===== src/rtl/mb_tx_pkg.sv =====
// Shared constants and types for the mainband transmit serializer.
// The valid framing pattern is indexed by the 3-bit UI counter within a chunk.
package mb_tx_pkg;

  localparam int UI_PER_CHUNK = 8;
  localparam logic [7:0] VALID_PATTERN = 8'b0000_1111;

  typedef enum logic {
    TX_IDLE = 1'b0,
    TX_SEND = 1'b1
  } tx_state_e;

  // Chunk counter width; a single-chunk flit still needs a 1-bit counter.
  function automatic int chunk_width(input int chunks);
    return (chunks > 1) ? $clog2(chunks) : 1;
  endfunction

endpackage


===== src/rtl/mb_flit_fifo.sv =====
// Whole-flit FIFO with registered occupancy count and a combinational head read.
// Handshake: a flit is written on a rising edge where push && ready; ready depends only
// on the registered count, so a same-cycle pop never lets a full FIFO accept.
module mb_flit_fifo #(
  parameter  int FLIT_W = 512,
  parameter  int DEPTH  = 4,
  localparam int PW     = $clog2(DEPTH),
  localparam int CW     = $clog2(DEPTH + 1)
) (
  input  logic              clk,
  input  logic              reset_n,
  input  logic              push,
  input  logic [FLIT_W-1:0] push_data,
  input  logic              pop,
  output logic [FLIT_W-1:0] head,
  output logic              ready,
  output logic [CW-1:0]     count
);

  logic [FLIT_W-1:0] mem [DEPTH];
  logic [PW-1:0]     wr_ptr;
  logic [PW-1:0]     rd_ptr;
  logic              push_acc;
  logic              pop_acc;

  assign ready    = (count != CW'(DEPTH));
  assign push_acc = push && ready;
  assign pop_acc  = pop && (count != '0);
  assign head     = mem[rd_ptr];

  always_ff @(posedge clk) begin
    if (push_acc) begin
      mem[wr_ptr] <= push_data;
    end
  end

  // DEPTH is a power of two, so the pointers wrap by plain overflow.
  always_ff @(posedge clk or negedge reset_n) begin
    if (!reset_n) begin
      wr_ptr <= '0;
      rd_ptr <= '0;
      count  <= '0;
    end else begin
      if (push_acc) begin
        wr_ptr <= wr_ptr + 1'b1;
      end
      if (pop_acc) begin
        rd_ptr <= rd_ptr + 1'b1;
      end
      case ({push_acc, pop_acc})
        2'b10:   count <= count + 1'b1;
        2'b01:   count <= count - 1'b1;
        default: count <= count;
      endcase
    end
  end

endmodule


===== src/rtl/mb_tx_serializer.sv =====
// Mainband transmit serializer: buffers flits and shifts each one out across NUM_LANES
// pins, one bit per lane per UI, with valid framing and optional lane reversal.
module mb_tx_serializer
  import mb_tx_pkg::*;
#(
  parameter int NUM_LANES  = 16,
  parameter int FLIT_BYTES = 64,
  parameter int FIFO_DEPTH = 4
) (
  input  logic                              clk,
  input  logic                              reset_n,
  input  logic                              in_valid_i,
  output logic                              in_ready_o,
  input  logic [FLIT_BYTES-1:0][7:0]        flit_i,
  input  logic                              tx_en_i,
  input  logic                              lane_rev_i,
  output logic [NUM_LANES-1:0]              data_pins_o,
  output logic                              valid_pin_o,
  output logic                              busy_o,
  output logic                              flit_done_o,
  output logic [$clog2(FIFO_DEPTH+1)-1:0]   fifo_count_o
);

  localparam int CHUNKS = FLIT_BYTES / NUM_LANES;
  localparam int CHW    = chunk_width(CHUNKS);
  localparam int BW     = (FLIT_BYTES > 1) ? $clog2(FLIT_BYTES) : 1;
  localparam int FLIT_W = FLIT_BYTES * 8;
  localparam logic [CHW-1:0] LAST_CHUNK = CHW'(CHUNKS - 1);
  localparam logic [2:0]     LAST_UI    = 3'(UI_PER_CHUNK - 1);

  typedef logic [FLIT_BYTES-1:0][7:0] flit_t;

  tx_state_e            state;
  logic [2:0]           ui_ctr;
  logic [CHW-1:0]       chunk_ctr;
  flit_t                work;
  logic                 rev;

  logic [FLIT_W-1:0]    head;
  flit_t                head_flit;
  logic                 start;
  logic                 last_ui;
  logic                 pop;
  logic                 advance;

  flit_t                src;
  logic                 src_rev;
  logic [2:0]           nxt_ui;
  logic [CHW-1:0]       nxt_chunk;
  logic [NUM_LANES-1:0] nxt_pins;
  logic                 nxt_last;
  logic [BW-1:0]        byte_idx;

  mb_flit_fifo #(
    .FLIT_W (FLIT_W),
    .DEPTH  (FIFO_DEPTH)
  ) u_fifo (
    .clk       (clk),
    .reset_n   (reset_n),
    .push      (in_valid_i),
    .push_data (flit_i),
    .pop       (pop),
    .head      (head),
    .ready     (in_ready_o),
    .count     (fifo_count_o)
  );

  assign head_flit = head;
  assign start     = (fifo_count_o != '0) && tx_en_i;
  assign last_ui   = (state == TX_SEND) && (ui_ctr == LAST_UI) && (chunk_ctr == LAST_CHUNK);
  assign pop       = start && ((state == TX_IDLE) || last_ui);
  assign advance   = pop || ((state == TX_SEND) && !last_ui);

  // Next UI to put on the pins: either UI0 of the head flit or the following UI of
  // the working flit. Outputs are registered, so this is computed one cycle ahead.
  always_comb begin
    src       = work;
    src_rev   = rev;
    nxt_ui    = ui_ctr + 3'd1;
    nxt_chunk = chunk_ctr;
    if ((ui_ctr == LAST_UI) && (chunk_ctr != LAST_CHUNK)) begin
      nxt_chunk = chunk_ctr + 1'b1;
    end
    if (pop) begin
      src       = head_flit;
      src_rev   = lane_rev_i;
      nxt_ui    = '0;
      nxt_chunk = '0;
    end
    nxt_pins = '0;
    byte_idx = '0;
    for (int l = 0; l < NUM_LANES; l++) begin
      byte_idx    = BW'(int'(nxt_chunk) * NUM_LANES + (src_rev ? (NUM_LANES - 1 - l) : l));
      nxt_pins[l] = src[byte_idx][nxt_ui];
    end
    nxt_last = (nxt_ui == LAST_UI) && (nxt_chunk == LAST_CHUNK);
  end

  always_ff @(posedge clk or negedge reset_n) begin
    if (!reset_n) begin
      state       <= TX_IDLE;
      ui_ctr      <= '0;
      chunk_ctr   <= '0;
      work        <= '0;
      rev         <= 1'b0;
      data_pins_o <= '0;
      valid_pin_o <= 1'b0;
      busy_o      <= 1'b0;
      flit_done_o <= 1'b0;
    end else if (advance) begin
      state       <= TX_SEND;
      ui_ctr      <= nxt_ui;
      chunk_ctr   <= nxt_chunk;
      data_pins_o <= nxt_pins;
      valid_pin_o <= VALID_PATTERN[nxt_ui];
      busy_o      <= 1'b1;
      flit_done_o <= nxt_last;
      if (pop) begin
        work <= head_flit;
        rev  <= lane_rev_i;
      end
    end else begin
      state       <= TX_IDLE;
      ui_ctr      <= '0;
      chunk_ctr   <= '0;
      data_pins_o <= '0;
      valid_pin_o <= 1'b0;
      busy_o      <= 1'b0;
      flit_done_o <= 1'b0;
    end
  end

endmodule


===== config.mk =====
export PLATFORM = sky130hd
export DESIGN_NAME = mb_tx_serializer
export DESIGN_NICKNAME = d
export VERILOG_FILES = /design/src/rtl/mb_tx_pkg.sv /design/src/rtl/mb_flit_fifo.sv /design/src/rtl/mb_tx_serializer.sv
export SDC_FILE = /design/constraint.sdc
export NUM_CORES = 2
export LEC_CHECK = 0
export BUFFER_PORTS_ARGS = -buffer_cell sky130_fd_sc_hd__buf_4
export CORE_MARGIN = 5
export CORE_UTILIZATION = 63
export CTS_BUF_LIST = sky130_fd_sc_hd__clkbuf_2 sky130_fd_sc_hd__clkbuf_4 sky130_fd_sc_hd__clkbuf_8
export DETAILED_ROUTE_END_ITERATION = 8
export PLACE_DENSITY = 0.83
export SLEW_MARGIN = 20
export SYNTH_ARGS = -nofsm -noshare
export SYNTH_HDL_FRONTEND = slang
export SYNTH_SLANG_ARGS = --single-unit

===== constraint.sdc =====
create_clock -name clk -period 16.3 [get_ports clk]
set_input_delay 3.26 -clock clk [delete_from_list [all_inputs] [get_ports clk]]
set_output_delay 3.26 -clock clk [all_outputs]
set_load 0.005 [all_outputs]

==> key figures <==
Floorplan
  • Core ar.: roughly 160000 um2
  • Initial core utilization: 63.30%
  • IO Count: 540
  • Core Rows: between 100 and 150
  • Die area: 171500 um2
  • Die W: 414.2 um
  • Die H: 414.2 um

STA
  • Final worst slack: 9.283 ns
  • Final Skew: 0.08942 ns
  • Max-slew violation count: 0
  • Max Clk Rate: 142.5 MHz
  • Fin Setup TNS: 0 ns
  • Worst rel slew slack: 24.62%
  • Final period util: 43.05%
  • Worst hold slack: ~0.48 ns
  • Slew @ Worst Pin: ~1.1 ns
  • # setup viols final: 0
  • RSZ-0062 raised after global routing: false
  • Fin. Hold Viols: 0
  • Fin crit period: between 7 and 8 ns

Power
  • Final Power: ~24 mW
  • Power per cell area: ~200 nW/um2
  • Clock Power Share: 23.2%
  • Sw power: 8.980 mW
  • Leakage: 43.67 nW
  • Pint: 15.05 mW
  • Gate power share: between 30% and 40%
  • Peak VDD IR: 188.5 uV
  • Switching Share: 37.37%
  • Sequential power share: 41.4%

Layout
  • Fillers: between 9000 and 10000
  • Layout cell share with drive strength beyond 1: roughly 28%
  • Core Util, Final: 72.12%
  • Post-route cell area: 117300 um2
  • Most frequent cells in the layout: 2048 x edfxtp_1, 1526 x nand2_1, 613 x buf_4
  • Area grow syn2layout: 13.94%
  • Most common cell after layout, fill and taps aside: edfxtp_1
  • Finished Layout Cells: about 9300
  • Nets@finish: 7300

Detailed routing
  • Routed wire length per instance: 33.63 um
  • Vias per cell: 6.629
  • Antenna Nets Post-Route: 0
  • Drt pass-1 iters: 8
  • DR iter-0 viols: 9499
  • # DRC: 0
  • Final WL: 313.7 mm
  • Via count: 61830

Synthesis
  • Ys Warns: 0
  • Sequential area share after synthesis: 72.99%
  • Top cell type's share of synthesized area: around three fifths
  • Flops & latches, synth: roughly 2600
  • Synthesized area: 102900 um2
  • Top FF cell, synth: edfxtp_1
  • Syn Nets: ~6600
  • Ys async rst share: 20.99%
  • Cells after synthesis: 6099
  • Top cell type by total area after synthesis: edfxtp_1
  • Netlist cell types: 85
  • Post-synth EDFFs: just over 2000
  • Syn avg cell area: 16.87 um2
  • Area contributors post-synth: edfxtp_1 60%, dfrtp_1 13%, mux4_2 13%, nand2_1 5.6%, mux2i_1 1.3%

Global route
  • Overall Global Routing Usage: 36.28%
  • GRT Residual Overflow: 0
  • Global-route wire length before repair: 442.0 mm
  • Largest net degree at the start of global routing: 185
  • Initial antenna violation count: 62
  • Vias in the first global route: 61150

Place
  • Placed Area: 108800 um2
  • Port Buffers: 539
  • DPL Wire Length: 209.7 mm
  • Setup WS pre-CTS: 8.385 ns
  • Placed cells: between 8000 and 9000
  • Routability Congestion: 1.015

Setup path
  • Critical path endpoint category: flip-flop
  • CP Max Fanout: between 150 and 200
  • Crit Path Class: input port to flip-flop
  • WP data required: 17.25 ns
  • Type of origin of the critical path: input port
  • Worst path arrival time: 7.97 ns

Clock network
  • CTS HTree Levels: 5
  • Cts bufs inserted: 408
  • Post-CTS sizing: 0
  • Clk_lat worst skew: 1.10 ns
  • Clk sinks: 2592
  • Post-CTS Setup Inserts: 0
  • CTS clk-pin slew, worst paths: 0.06 ns
  • CTS root buf: clkbuf_8
  • Hold Buf Count CTS: 0
  • Clk buf depth: 4
  • CTS tree: yes

Job
  • Max-Cap Viols: 0

Run status
  • Status: complete, no violations

Worst hold path
  • Min-Delay Path Class: flip-flop to flip-flop
## flip-flops by register name, indices dropped and copies added (netlist names)
register,flops
u_fifo.mem,2048
work,512
data_pins_o,16
u_fifo.count,3
ui_ctr,3
chunk_ctr,2
u_fifo.rd_ptr,2
u_fifo.wr_ptr,2
flit_done_o,1
rev,1
state,1
valid_pin_o,1
## layer usage
layer	part of all wire, %	track usage [%]	vias up
met4	7.0	21.46	18
met5	0.041	0	-
met3	13	12.30	883
met2	45	52.68	4482
li1	-	-	24840
met1	35	48.54	31610
## worst max-delay path, cell delays in order
cell and delay [ns]:
buf_4 0.11, o31a_4 0.52, nand2_8 0.47, inv_16 0.70, buf_4 0.90, mux2_2 0.43, mux4_2 0.47, a22oi_1 0.46
o21ai_1 0.13, o211ai_1 0.13, o2111ai_1 0.13
## synthesized netlist by cell type, types with 34 or more instances
| cell | number |
|---|---|
| o21ai_0 | 111 |
| a211oi_1 | 34 |
| buf_2 | 159 |
| edfxtp_1 | 2048 |
| nand2_1 | 1528 |
| a31oi_1 | 39 |
| nand3_1 | 79 |
| and3_1 | 39 |
| mux2i_1 | 136 |
| clkbuf_1 | 121 |
| a21oi_1 | 81 |
| nor2_1 | 94 |
| mux2_2 | 56 |
| mux4_2 | 580 |
| buf_4 | 43 |
| nor3_1 | 47 |
| dfrtp_1 | 544 |
## logic make-up (layout without fill, tap and decap cells)
kind of cell               after synthesis  count (layout)  synth area share (%)
adders and majority gates                9               9                0.1167
buffers and inverters                  388            1382                 1.877
muxes                                  773             773                 14.65
other                                    0              60                     0
and+or+nand+nor                       1865            1865                 7.279
AOI/OAI and AO/OA                      464             464                 3.005
DFF                                   2592            2592                 72.99
xor gates and xnor gates                 8               8               0.08632
## power groups by stage
stage	Clock [mW]	Combinational, mW	Sequential, mW
floorplan	0	5.34	10.0
global placement	0	8.20	9.84
detailed placement	0	8.25	9.97
CTS	5.63	8.31	9.86
global route	5.96	8.82	9.99
finish	5.58	8.51	9.94
## cell type report
class	instances	area [um2]	share of cell area (%)
Antenna cell	60	150.1	0.1280
Clock buffer	593	7236	6.171
Clock inverter	136	1008	0.8600
Inverter	22	103.9	0.08856
Multi-Input combinational cell	3119	25950	22.13
Sequential cell	2592	75120	64.07
Tap cell	2175	2721	2.321
Timing Repair Buffer	631	4965	4.234
## worst paths after layout
kind	end	slack, ns	start	cells past startpoint
setup / recovery	data_pins_o[6]$_DFF_PN0_	9.28	tx_en_i	11
hold / removal	work[408]$_DFFE_PN0P_	0.48	work[408]$_DFFE_PN0P_	2
setup reg to reg	data_pins_o[7]$_DFF_PN0_	10.83	u_fifo.rd_ptr[0]$_DFFE_PN0P_	10
hold reg to reg	work[408]$_DFFE_PN0P_	0.48	work[408]$_DFFE_PN0P_	2
max in group asynchronous	work[255]$_DFFE_PN0P_	10.67	reset_n	4
min in group asynchronous	work[280]$_DFFE_PN0P_	2.27	reset_n	1
Note: power is estimated with default switching activity, not from simulation.
